`src/rtl/io_pkg.sv`:
```
// Shared register-map constants and address decode for the MMIO switch/LED controller.
package io_pkg;

  localparam int unsigned MaxDataW = 32;
  localparam int unsigned MaxNIn   = 8;
  localparam int unsigned MaxNOut  = 8;
  localparam int unsigned BusW     = 32;
  localparam int unsigned InBase   = 0;

  typedef enum logic [2:0] {
    RegIn,
    RegOut,
    RegStatus,
    RegIrqEn,
    RegNone
  } reg_kind_e;

  function automatic int unsigned out_base(input int unsigned n_in);
    return InBase + n_in;
  endfunction

  function automatic int unsigned status_off(input int unsigned n_in, input int unsigned n_out);
    return out_base(n_in) + n_out;
  endfunction

  function automatic int unsigned irq_en_off(input int unsigned n_in, input int unsigned n_out);
    return status_off(n_in, n_out) + 1;
  endfunction

  function automatic reg_kind_e decode_addr(input int unsigned a, input int unsigned n_in,
                                            input int unsigned n_out);
    if (a < out_base(n_in)) begin
      return RegIn;
    end else if (a < status_off(n_in, n_out)) begin
      return RegOut;
    end else if (a == status_off(n_in, n_out)) begin
      return RegStatus;
    end else if (a == irq_en_off(n_in, n_out)) begin
      return RegIrqEn;
    end
    return RegNone;
  endfunction

endpackage

```
`src/rtl/io_debounce.sv`:
```
// One input channel: 2-flop synchronizer, stability counter and debounced-change detect.
module io_debounce
  import io_pkg::*;
#(
  parameter int unsigned DATA_W     = 24,
  parameter int unsigned DEB_CYCLES = 16
) (
  input  logic              clk,
  input  logic              rst_n,
  input  logic [DATA_W-1:0] din,
  output logic [DATA_W-1:0] dout,
  output logic              changed
);

  localparam int unsigned     CntW   = (DEB_CYCLES > 2) ? $clog2(DEB_CYCLES) : 1;
  localparam logic [CntW-1:0] CntMax = CntW'(DEB_CYCLES - 1);

  logic [DATA_W-1:0] sync1_q, sync2_q;
  logic [DATA_W-1:0] cand_q, cand_d;
  logic [DATA_W-1:0] deb_q, deb_d;
  logic [CntW-1:0]   cnt_q, cnt_d;

  always_comb begin
    cand_d = cand_q;
    cnt_d  = cnt_q;
    deb_d  = deb_q;
    if (sync2_q != cand_q) begin
      cand_d = sync2_q;
      cnt_d  = '0;
    end else begin
      if (cnt_q != CntMax) begin
        cnt_d = cnt_q + 1'b1;
      end
      // Commit once the candidate has held for the full window.
      if (cnt_d == CntMax) begin
        deb_d = cand_q;
      end
    end
  end

  always_ff @(posedge clk or negedge rst_n) begin
    if (!rst_n) begin
      sync1_q <= '0;
      sync2_q <= '0;
      cand_q  <= '0;
      cnt_q   <= '0;
      deb_q   <= '0;
    end else begin
      sync1_q <= din;
      sync2_q <= sync1_q;
      cand_q  <= cand_d;
      cnt_q   <= cnt_d;
      deb_q   <= deb_d;
    end
  end

  assign dout    = deb_q;
  assign changed = (deb_d != deb_q);

endmodule

```
`src/rtl/mmio_io_ctrl.sv`:
```
// MMIO register block for debounced switch inputs, registered LED outputs and a change interrupt.
module mmio_io_ctrl
  import io_pkg::*;
#(
  parameter int unsigned DATA_W     = 24,
  parameter int unsigned N_IN       = 1,
  parameter int unsigned N_OUT      = 1,
  parameter int unsigned DEB_CYCLES = 16,
  parameter int unsigned ADDR_W     = 5
) (
  input  logic                    clk,
  input  logic                    fpga_rst,
  input  logic [ADDR_W-1:0]       addr,
  input  logic                    wr_en,
  input  logic                    rd_en,
  input  logic [BusW-1:0]         wdata,
  output logic [BusW-1:0]         rdata,
  output logic                    rvalid,
  input  logic [N_IN*DATA_W-1:0]  io_rdata,
  output logic [N_OUT*DATA_W-1:0] io_wdata,
  output logic                    irq
);

  localparam int unsigned OutBase = out_base(N_IN);

  logic [N_IN*DATA_W-1:0]  deb;
  logic [N_IN-1:0]         changed;
  logic [N_OUT*DATA_W-1:0] out_q, out_d;
  logic [N_IN-1:0]         status_q, status_d;
  logic [N_IN-1:0]         irq_en_q, irq_en_d;
  logic [N_IN-1:0]         wr_clr;
  logic [BusW-1:0]         rdata_q, rdata_d;
  logic [BusW-1:0]         rd_val;
  logic                    rvalid_q, irq_q, irq_d;
  int unsigned             a;
  reg_kind_e               kind;
  logic                    unused_wdata;

  assign unused_wdata = ^wdata;

  for (genvar k = 0; k < N_IN; k++) begin : gen_in
    io_debounce #(
      .DATA_W     (DATA_W),
      .DEB_CYCLES (DEB_CYCLES)
    ) u_deb (
      .clk     (clk),
      .rst_n   (fpga_rst),
      .din     (io_rdata[k*DATA_W +: DATA_W]),
      .dout    (deb[k*DATA_W +: DATA_W]),
      .changed (changed[k])
    );
  end

  always_comb begin
    a    = 32'(addr);
    kind = decode_addr(a, N_IN, N_OUT);
  end

  // Read mux sees pre-write register values, so a simultaneous write never leaks into rdata.
  always_comb begin
    rd_val = '0;
    unique case (kind)
      RegIn: begin
        for (int unsigned k = 0; k < N_IN; k++) begin
          if (a == InBase + k) rd_val[DATA_W-1:0] = deb[k*DATA_W +: DATA_W];
        end
      end
      RegOut: begin
        for (int unsigned k = 0; k < N_OUT; k++) begin
          if (a == OutBase + k) rd_val[DATA_W-1:0] = out_q[k*DATA_W +: DATA_W];
        end
      end
      RegStatus: rd_val[N_IN-1:0] = status_q;
      RegIrqEn:  rd_val[N_IN-1:0] = irq_en_q;
      default:   rd_val = '0;
    endcase
  end

  always_comb begin
    out_d    = out_q;
    irq_en_d = irq_en_q;
    wr_clr   = '0;
    if (wr_en) begin
      unique case (kind)
        RegOut: begin
          for (int unsigned k = 0; k < N_OUT; k++) begin
            if (a == OutBase + k) out_d[k*DATA_W +: DATA_W] = wdata[DATA_W-1:0];
          end
        end
        RegStatus: wr_clr   = wdata[N_IN-1:0];
        RegIrqEn:  irq_en_d = wdata[N_IN-1:0];
        default:   wr_clr   = '0;
      endcase
    end
    // A change landing on the same edge as its clear wins.
    status_d = (status_q & ~wr_clr) | changed;
    irq_d    = |(status_q & irq_en_q);
    rdata_d  = rd_en ? rd_val : '0;
  end

  always_ff @(posedge clk or negedge fpga_rst) begin
    if (!fpga_rst) begin
      out_q    <= '0;
      status_q <= '0;
      irq_en_q <= '0;
      rdata_q  <= '0;
      rvalid_q <= 1'b0;
      irq_q    <= 1'b0;
    end else begin
      out_q    <= out_d;
      status_q <= status_d;
      irq_en_q <= irq_en_d;
      rdata_q  <= rdata_d;
      rvalid_q <= rd_en;
      irq_q    <= irq_d;
    end
  end

  assign io_wdata = out_q;
  assign rdata    = rdata_q;
  assign rvalid   = rvalid_q;
  assign irq      = irq_q;

endmodule

```
`config.mk`:
```
export PLATFORM = sky130hd
export DESIGN_NAME = mmio_io_ctrl
export DESIGN_NICKNAME = d
export VERILOG_FILES = /design/src/rtl/io_pkg.sv /design/src/rtl/io_debounce.sv /design/src/rtl/mmio_io_ctrl.sv
export SDC_FILE = /design/constraint.sdc
export NUM_CORES = 1
export LEC_CHECK = 0
export ABC_AREA = 1
export CORE_ASPECT_RATIO = 0.8
export CORE_UTILIZATION = 48
export CTS_BUF_LIST = sky130_fd_sc_hd__clkbuf_4
export CTS_CLUSTER_DIAMETER = 50
export DETAILED_ROUTE_END_ITERATION = 12
export GPL_TIMING_DRIVEN = 1
export PLACE_DENSITY_LB_ADDON = 0.15
export SYNTH_ARGS = -nofsm -noshare
export SYNTH_HDL_FRONTEND = slang
export SYNTH_SLANG_ARGS = --single-unit
```
`constraint.sdc`:
```
create_clock -name clk -period 1.85 [get_ports clk]
set_input_delay 0.37 -clock clk [delete_from_list [all_inputs] [get_ports clk]]
set_output_delay 0.37 -clock clk [all_outputs]
set_load 0.05 [all_outputs]
```
-- Yosys cells after proc, flatten, opt, wreduce, memory -nomap -nowiden
Index checks and enable logic that the tools add are counted.
- add/sub/neg operators: 1
- $lt $le $gt $ge: 2
- mux-type cells: 21
- reduce and logical (&&, ||, !) cells: 4
- equality and inequality tests: 10
- div/mod/pow operators: 0
- multiply operators: 0
- bitwise logic cells: 4
- shift operators: 0
- operators with widths (cell ; number):
    $mux W24 ; 5
    $ne A24 B24 Y1 ; 2
    $pmux W23 S2 ; 1
    $logic_not A32 Y1 ; 1
    $mux W3 ; 5
    $mux W4 ; 3
    $eq A5 B2 Y1 const B ; 2
    $eq A3 B2 Y1 const B ; 2
    $mux W1 ; 6
    $eq A5 B1 Y1 const B ; 1
    $lt A5 B1 Y1 const B ; 1
    $lt A5 B2 Y1 const B ; 1
    $add A4 B1 Y4 const B ; 1
    $eq A4 B4 Y1 const B ; 1
    $ne A4 B4 Y1 const B ; 1
    $pmux W1 S4 ; 1
    $eq A3 B1 Y1 const B ; 1
    $logic_not A3 Y1 ; 1
    $reduce_and A3 Y1 ; 1
    $and A1 B1 Y1 ; 2
    $reduce_and A2 Y1 ; 1
    $not A1 Y1 ; 1
    $or A1 B1 Y1 ; 1
- output and inout bits: 58
- latch bits: 0
- logic and storage cells: 53
- bits in writable memories: 0
- register bits: 152
- input port bits: 65
- bits in read-only memories: 0
- memories kept: 0

-- Logic depth before layout (Yosys ltp)
Gate-level depths: netlist (run 1).
- depth after elaboration: 12
- mapped depth: 16
- mapped depth without buffers: 15

-- Modules after synthesis
From an unflattened synthesis (run 1), not the netlist that was laid out.
- cells, all modules: 724
- area total of the unflattened synthesis: 6518.8 µm²
- by module, submodules not included (module ; instances ; cells each ; area each (µm²)):
    io_debounce ; 1 ; 474 ; 4166.5
    mmio_io_ctrl ; 1 ; 250 ; 2352.3

-- Worst setup path before layout (run 1)
No wires, ideal clock.
- path type: reg2reg
- start point: register gen_in[0].u_deb.cnt_q[0]
- end point: register status_q
- required time: 1.725 ns
- period minus slack after synthesis: 1.843 ns
- arrival: 1.717 ns
- cell stages (with the launch flop): 17
- path slack: 0.007 ns
- library setup time: 0.125 ns
- path buffers: 1
- path through: dfrtp_1 -> ha_1 -> nand3_2 -> inv_1 -> nand2_1 -> nand2_2 -> nand2_4 -> nor2_8 -> buf_6 -> nor2_1 -> nor2_1 -> nand3_1 -> nand2_1 -> nor2_1 -> nand3_1 -> nor2_1 -> nand3_1
- word-level cells in the longest chain between the ends: 8
- elaborated cells between the ends (all ways): 9
- those cells by class: add/sub (1); eq/ne (3); mux (4); bitwise (1)
- RTL lines (element ; line ; RTL):
    from (decl) ; io_debounce.sv:21 ; logic [CntW-1:0] cnt_q, cnt_d;
    from (signal assigned) ; io_debounce.sv:52 ; cnt_q <= cnt_d;
    $add A4 B1 Y4 / $ne A4 B4 Y1 (equally long branches) ; io_debounce.sv:32, io_debounce.sv:31 ;
    $mux W4 * ; io_debounce.sv:31 ; if (cnt_q != CntMax) begin
    $mux W4 * ; io_debounce.sv:27 ; if (sync2_q != cand_q) begin
    $eq A4 B4 Y1 * ; io_debounce.sv:35 ; if (cnt_d == CntMax) begin
    $mux W24 * ; io_debounce.sv:35 ;
    $mux W24 * ; io_debounce.sv:27 ;
    $ne A24 B24 Y1 * ; io_debounce.sv:58 ; assign changed = (deb_d != deb_q);
    $or A1 B1 Y1 * ; mmio_io_ctrl.sv:96 ; status_d = (status_q & ~wr_clr) | changed;
    net status_d ; mmio_io_ctrl.sv:29 ; logic [N_IN-1:0] status_q, status_d;
    to (signal assigned) ; mmio_io_ctrl.sv:111 ; status_q <= status_d;
    to (decl) ; mmio_io_ctrl.sv:29 ;
Mark *: on every way through the listed nets, which the timed path passes. The rest lies on a longest branch. The select of a mux whose other input is x is not followed.
A chain may end at the register's enable or synchronous reset.

-- Worst setup path in the final report (run 1)
Same ends and word-level chain as after synthesis.

==> flow_summary.ini, run 1 <==
[synthesis]
yosysWarningCount = 0
synth_top_cells_by_count = dfrtp_1, nand2_1, inv_1, nor2_1, nand3_1
synth-async-reset-ratio_pct = 100
syn_area_um2 = 6370
synth_top_area_share_pct = 59.7
yosys_register_bits = 152
synth_area_leader_cell = dfrtp_1
avgSynthCellArea_um2 = 9.43
synth_cell_type_count = 32
yosysMostFrequentCell = dfrtp_1
synthTopCellsByArea = dfrtp_1, nand2_1, inv_1
netlist_instances = 675
synth_edf_count = 0
synth_ff_type = dfrtp_1
yosysSeqAreaShare_pct = 59.7

[clock_network]
clockBufferDepth = 2
clkTransAtPathRegs_ns = 0.12
cts-htree-levels = 4
root_buffer = clkbuf_4
clkSinkCount = 152
numCtsBuffers = 17
cts_tree = done
clock_latency_ns = 0.55

[placed_design]
gp_congestion = 0.826
dpl.hpwl_um = 9360
detailed_place.area_um2 = 7810
port_buffers = 106

[timing]
max_freq_ghz = 0.486
fin_crit_sh_pct = 111
worstMarginPinSlew_ns = 0.731
max-slew-margin-rel_pct = 51.2
hold_viol = 0
rsz0062_at_grt = yes
skew_ns = 0.0265
period_minus_slack_ns = 2.06
setup_viol = 25
fin_ws_ns = -0.208
slew_viol_final = 0
holdWs_ns = 0.245

[layout]
finish.net_count = 892
diodes = 0
multi_input_area_um2 = 2250
register_area_um2 = 3800
fillers = 919
final_area_um2 = 8720
areaGrowthSynthToFinish_pct = 36.9
drive_above_1_share_pct = 28.2

[pwr]
static-leakage-power_nw = 4.37
power_mw = 6.85
ir_drop_uv = 511
powerDensity_nw_per_um2 = 786

[min_path]
hp-class = input port to flop
min_to = gen_in[0].u_deb.sync1_q[20]
min_path_cells = 1
hold_start = io_rdata[20]

[routing]
dr.pass1.iters = 5
drt_iter0_markers = 240
antenna_left = 0
vias_per_cell = 5.04
wl_um = 14900
drc_errors = 0
drt-wirelength-per-cell_um = 14.7
dr_total_vias = 5097

[critical_path]
startpoint = gen_in[0].u_deb.cnt_q[0]
critPathLaunchType = flop
r2r-end = status_q
rr_startpoint = gen_in[0].u_deb.cnt_q[0]
reg2reg_depth = 13
reg2reg_setup_slack_ns = -0.21
cp.arrival_ns = 2.54
crit_path_end_kind = flop
worstSetupPathType = flop to flop
required_ns = 2.33
crit_fanout = 7

[die]
die_w_um = 131
die_h_um = 105
coreArea_um2 = 12900
pin_count = 123
rows = 37
die_area_um2 = 13700
initial_core_util_pct = 49.3

[global_route]
antenna_found_initial = 0
grt_overflow = 0
grt.total_usage_pct = 20.5
grt_pass1_vias = 4577
grt_max_degree = 48
grt_pass1_wl_um = 21400

[run_status]
status = complete, but fails checks
violations = negative setup slack

[flow_run]
cap_violations = 0
==> worst max-delay path by stage <==
stage                    to  slack, ns
6_report           status_q      -0.21
3_5_place_dp   io_wdata[18]      -0.23
3_3_place_gp    io_wdata[9]      -0.15
5_1_grt            status_q      -0.30
2_1_floorplan      status_q      0.007
4_1_cts            status_q      -0.15
==> layout by cell type, fill, tap and decap left out, types with 2 or more instances in the layout <==
cell type,n
nand2_1,116
clkbuf_4,17
bufinv_16,4
buf_12,7
xnor2_1,4
nand2_4,3
nand2_2,13
inv_1,87
o21ai_4,3
clkdlybuf4s15_1,11
nand3_2,2
buf_6,9
a21oi_1,26
nor3_2,2
clkinv_2,2
clkinv_1,6
clkinvlp_4,2
a21boi_2,5
a21oi_2,13
dlygate4sd2_1,4
xor2_1,4
buf_8,4
nor2_4,11
dfrtp_1,152
nand3_1,40
o21ai_0,5
buf_4,76
a21oi_4,2
nand4_1,37
inv_2,10
clkbuf_16,7
clkbuf_2,6
o21ai_1,7
mux2_2,23
conb_1,8
clkdlybuf4s50_1,55
nor2_1,33
nor2_2,10
==> metrics by stage <==
step | instances | TNS [ns] | util [%] | setup slack [ns]
2_1_floorplan | 682 | 0 | - | 0.00742
3_3_place_gp | 961 | -5.34 | 60.4 | -0.146
3_5_place_dp | 961 | -10.08 | 60.4 | -0.232
4_1_cts | 993 | -1.38 | 63.0 | -0.146
5_1_grt | 1011 | -4.87 | 67.5 | -0.303
6_report | 1011 | -2.66 | 67.5 | -0.208
==> cell type report <==
class                      count  share of cell area (%)
multi-input combinational    376                    25.8
inverter                      99                    4.26
clock buffer                  17                    1.46
clock inverter                12                    1.84
sequential                   152                    43.6
tap                          175                    2.51
timing repair buffer         180                    20.5
==> per-layer routing <==
layer	vias to the layer above	track usage, %	share of wire [%]
met5	-	0	0
met4	0	7.39	2.2
met3	35	6.04	8.4
met2	230	29.8	46
met1	2408	29.1	44
li1	2424	-	-
==> flip-flops by register name, indices dropped and copies added, names as in the netlist, 4 cells and up <==
signal	count
io_wdata	24
gen_in.u_deb.dout	24
gen_in.u_deb.cand_q	24
gen_in.u_deb.cnt_q	4
gen_in.u_deb.sync1_q	24
gen_in.u_deb.sync2_q	24
rdata	24
==> worst max-delay path: stages (launching register included) <==
cell	delay (ns)
dfrtp_1	0.41
ha_4	0.18
nand3_4	0.12
o21ai_4	0.21
nand2_4	0.11
nor2_8	0.17
buf_6	0.14
buf_6	0.11
nand2_8	0.09
nor3_1	0.19
nor2_1	0.08
nand2_1	0.07
nor2_1	0.04
nand3_1	0.07
==> timing repair <==
| action | CTS | global route |
|---|---|---|
| endpoints found under the hold margin | 41 | 0 |
| resized for setup | 32 | 120 |
| hold buffers | 1 | 0 |
| buffers inserted | 1 | 11 |
| pin swaps | 5 | 47 |
| endpoints found under the setup margin | 45 | 45 |
| gates cloned | 1 | 8 |
==> cell families (layout without fill, tap and decap cells) <==
family	after synthesis	in the layout	synth area share [%]
AND/OR/NAND/NOR	271	272	19.1
buffers and inverters	155	308	10.2
flip-flops	152	152	59.7
AO/OA/AOI/OAI	64	64	5.54
multiplexers	23	23	4.07
XOR/XNOR	8	8	1.10
adder cells (fa/ha/maj)	1	1	0.196
other	1	8	0.0589
==> where the power goes <==
group | internal [mW] | switching (mW) | leakage, nW
Combinational | 0.408 | 0.703 | 2.30
Clock | 1.03 | 1.05 | 0.149
Sequential | 3.52 | 0.147 | 1.92
Total | 4.95 | 1.90 | 4.37
No activity file was read; power rests on OpenSTA's default activity.
==> run 2, diff against run 1 <==
--- a/config.mk
+++ b/config.mk
@@ -13,6 +13,7 @@
 export DETAILED_ROUTE_END_ITERATION = 12
 export GPL_TIMING_DRIVEN = 1
 export PLACE_DENSITY_LB_ADDON = 0.15
+export SKIP_LAST_GASP = 1
 export SYNTH_ARGS = -nofsm -noshare
 export SYNTH_HDL_FRONTEND = slang
 export SYNTH_SLANG_ARGS = --single-unit
==> run 2 against run 1 <==
Against the previous run:
- sequential cell count did not move
- the flow still finishes with violations (negative setup slack)
- routed wire length is essentially flat
- power is essentially flat
- die area unchanged
- clock skew down 0.0022 ns
- largest cell class unchanged
- critical path depth unchanged
- sequential share of layout area unchanged
- sequential power is essentially flat
==> flow_summary.ini, run 2 (synthesis gave the netlist of run 1 again) <==
[timing]
rsz0062_at_grt = yes
worstMarginPinSlew_ns = 0.734
period_minus_slack_ns = 2.08
setup_viol = 25
fin_ws_ns = -0.228
skew_ns = 0.0243
max-slew-margin-rel_pct = 51.0
max_freq_ghz = 0.481
hold_viol = 0
fin_crit_sh_pct = 112
slew_viol_final = 0

[die]
coreArea_um2 = 12900
initial_core_util_pct = 49.3
die_h_um = 105
rows = 37
die_area_um2 = 13700
die_w_um = 131
pin_count = 123

[critical_path]
required_ns = 2.27
crit_fanout = 6
cp.arrival_ns = 2.50
critPathLaunchType = flop
crit_path_end_kind = flop
worstSetupPathType = flop to flop

[clock_network]
cts-htree-levels = 4
root_buffer = clkbuf_4
clockBufferDepth = 2
cts_tree = done
clkSinkCount = 152
clkTransAtPathRegs_ns = 0.12
numCtsBuffers = 17
clock_latency_ns = 0.55

[layout]
fillers = 919
multi_input_area_um2 = 2250
register_area_um2 = 3800
drive_above_1_share_pct = 28.2
finish.net_count = 892
final_common_cell = dfrtp_1
postLayoutCoreUtil_pct = 67.5
areaGrowthSynthToFinish_pct = 36.9
final_cell_mix = dfrtp_1, nand2_1, inv_1
diodes = 0

[routing]
wl_met2_um = 6800
wl_met1_um = 6530
dr.pass1.iters = 5
wl_met3_um = 1200
antenna_left = 0
vias_per_cell = 5.06
drt_iter0_markers = 218
top_layer_used = met4
drt-wirelength-per-cell_um = 14.7
dr_total_vias = 5120
drc_errors = 0
wl_um = 14900

[global_route]
grt.total_usage_pct = 20.5
antenna_found_initial = 0
grt_pass1_wl_um = 21400
grt_pass1_vias = 4577
grt_overflow = 0
grt_max_degree = 48

[pwr]
static-leakage-power_nw = 4.37
powerDensity_nw_per_um2 = 786
ir_drop_uv = 511

[placed_design]
port_buffers = 106
dpl.hpwl_um = 9360
pre_cts_ws_ns = -0.232
gp_congestion = 0.826

[min_path]
hp-class = input port to flop

[run_status]
violations = negative setup slack
status = complete, but fails checks

[flow_run]
cap_violations = 0
-- run 2: cell counts in the layout (fill, tap and decap cells not counted) --
Identical to the previous run, type by type.
-- run 2: where the power goes --
group	internal [mW]	switching (mW)	total (mW)	leakage [nW]
Combinational	0.408	0.703	1.11	2.30
Sequential	3.52	0.147	3.66	1.92
Clock	1.03	1.05	2.08	0.149
-- run 2: final timing paths --
kind	startpoint	endpoint	slack (ns)	cells past startpoint
max	gen_in[0].u_deb.cnt_q[0]	status_q	-0.23	13
min	io_rdata[20]	gen_in[0].u_deb.sync1_q[20]	0.25	1
max reg2reg	gen_in[0].u_deb.cnt_q[0]	status_q	-0.23	13
min reg2reg	gen_in[0].u_deb.sync1_q[17]	gen_in[0].u_deb.sync2_q[17]	0.34	0
max in group asynchronous	fpga_rst	gen_in[0].u_deb.dout[8]	0.82	3
min in group asynchronous	fpga_rst	gen_in[0].u_deb.dout[16]	0.33	2
-- run 2: cell type report --
class | instances | share of cell area [%]
flip-flops and latches | 152 | 43.6
multi-input cells | 376 | 25.8
repair buffers | 180 | 20.5
inverters | 99 | 4.26
well taps | 175 | 2.51
clock inverters | 12 | 1.84
clock buffers | 17 | 1.46
-- run 2: critical path, stage by stage, from the launching register on --
cell     delay, ns
dfrtp_1       0.41
ha_4          0.18
nand3_4       0.12
o21ai_4       0.22
nand2_4       0.11
buf_4         0.16
nor3_2        0.12
nor2_1        0.06
nand3_1       0.12
nand2_1       0.08
nor2_1        0.09
nand3_1       0.09
nor2_1        0.13
nand3_1       0.09
-- run 2: timing repair --
| item | 4_1_cts | 5_1_grt |
|---|---|---|
| gates cloned | 1 | 8 |
| resized for setup | 32 | 119 |
| hold buffers | 1 | 0 |
| pin swaps | 5 | 47 |
| endpoints found under the hold margin | 41 | 0 |
| endpoints found under the setup margin | 45 | 45 |
| setup buffers | 1 | 11 |
-- run 2: per-layer routing --
layer | global-route usage, % | vias up
met5 | 0 | -
met2 | 29.8 | 246
met1 | 29.1 | 2414
met3 | 6.04 | 39
met4 | 7.39 | 0
li1 | - | 2421
-- run 2: per-stage QoR --
stage                     TNS, ns  power [mW]  std cells  hold slack, ns  area (um^2)
after floorplan                 0        4.35        682          0.0744         6390
after global placement      -5.34        4.80        961           0.333         7810
after detailed placement   -10.08        4.83        961           0.333         7810
after CTS                   -1.38        6.91        993           0.209         8130
after global routing        -4.88        7.20       1011           0.182         8720
final                       -2.74        6.85       1011           0.246         8720
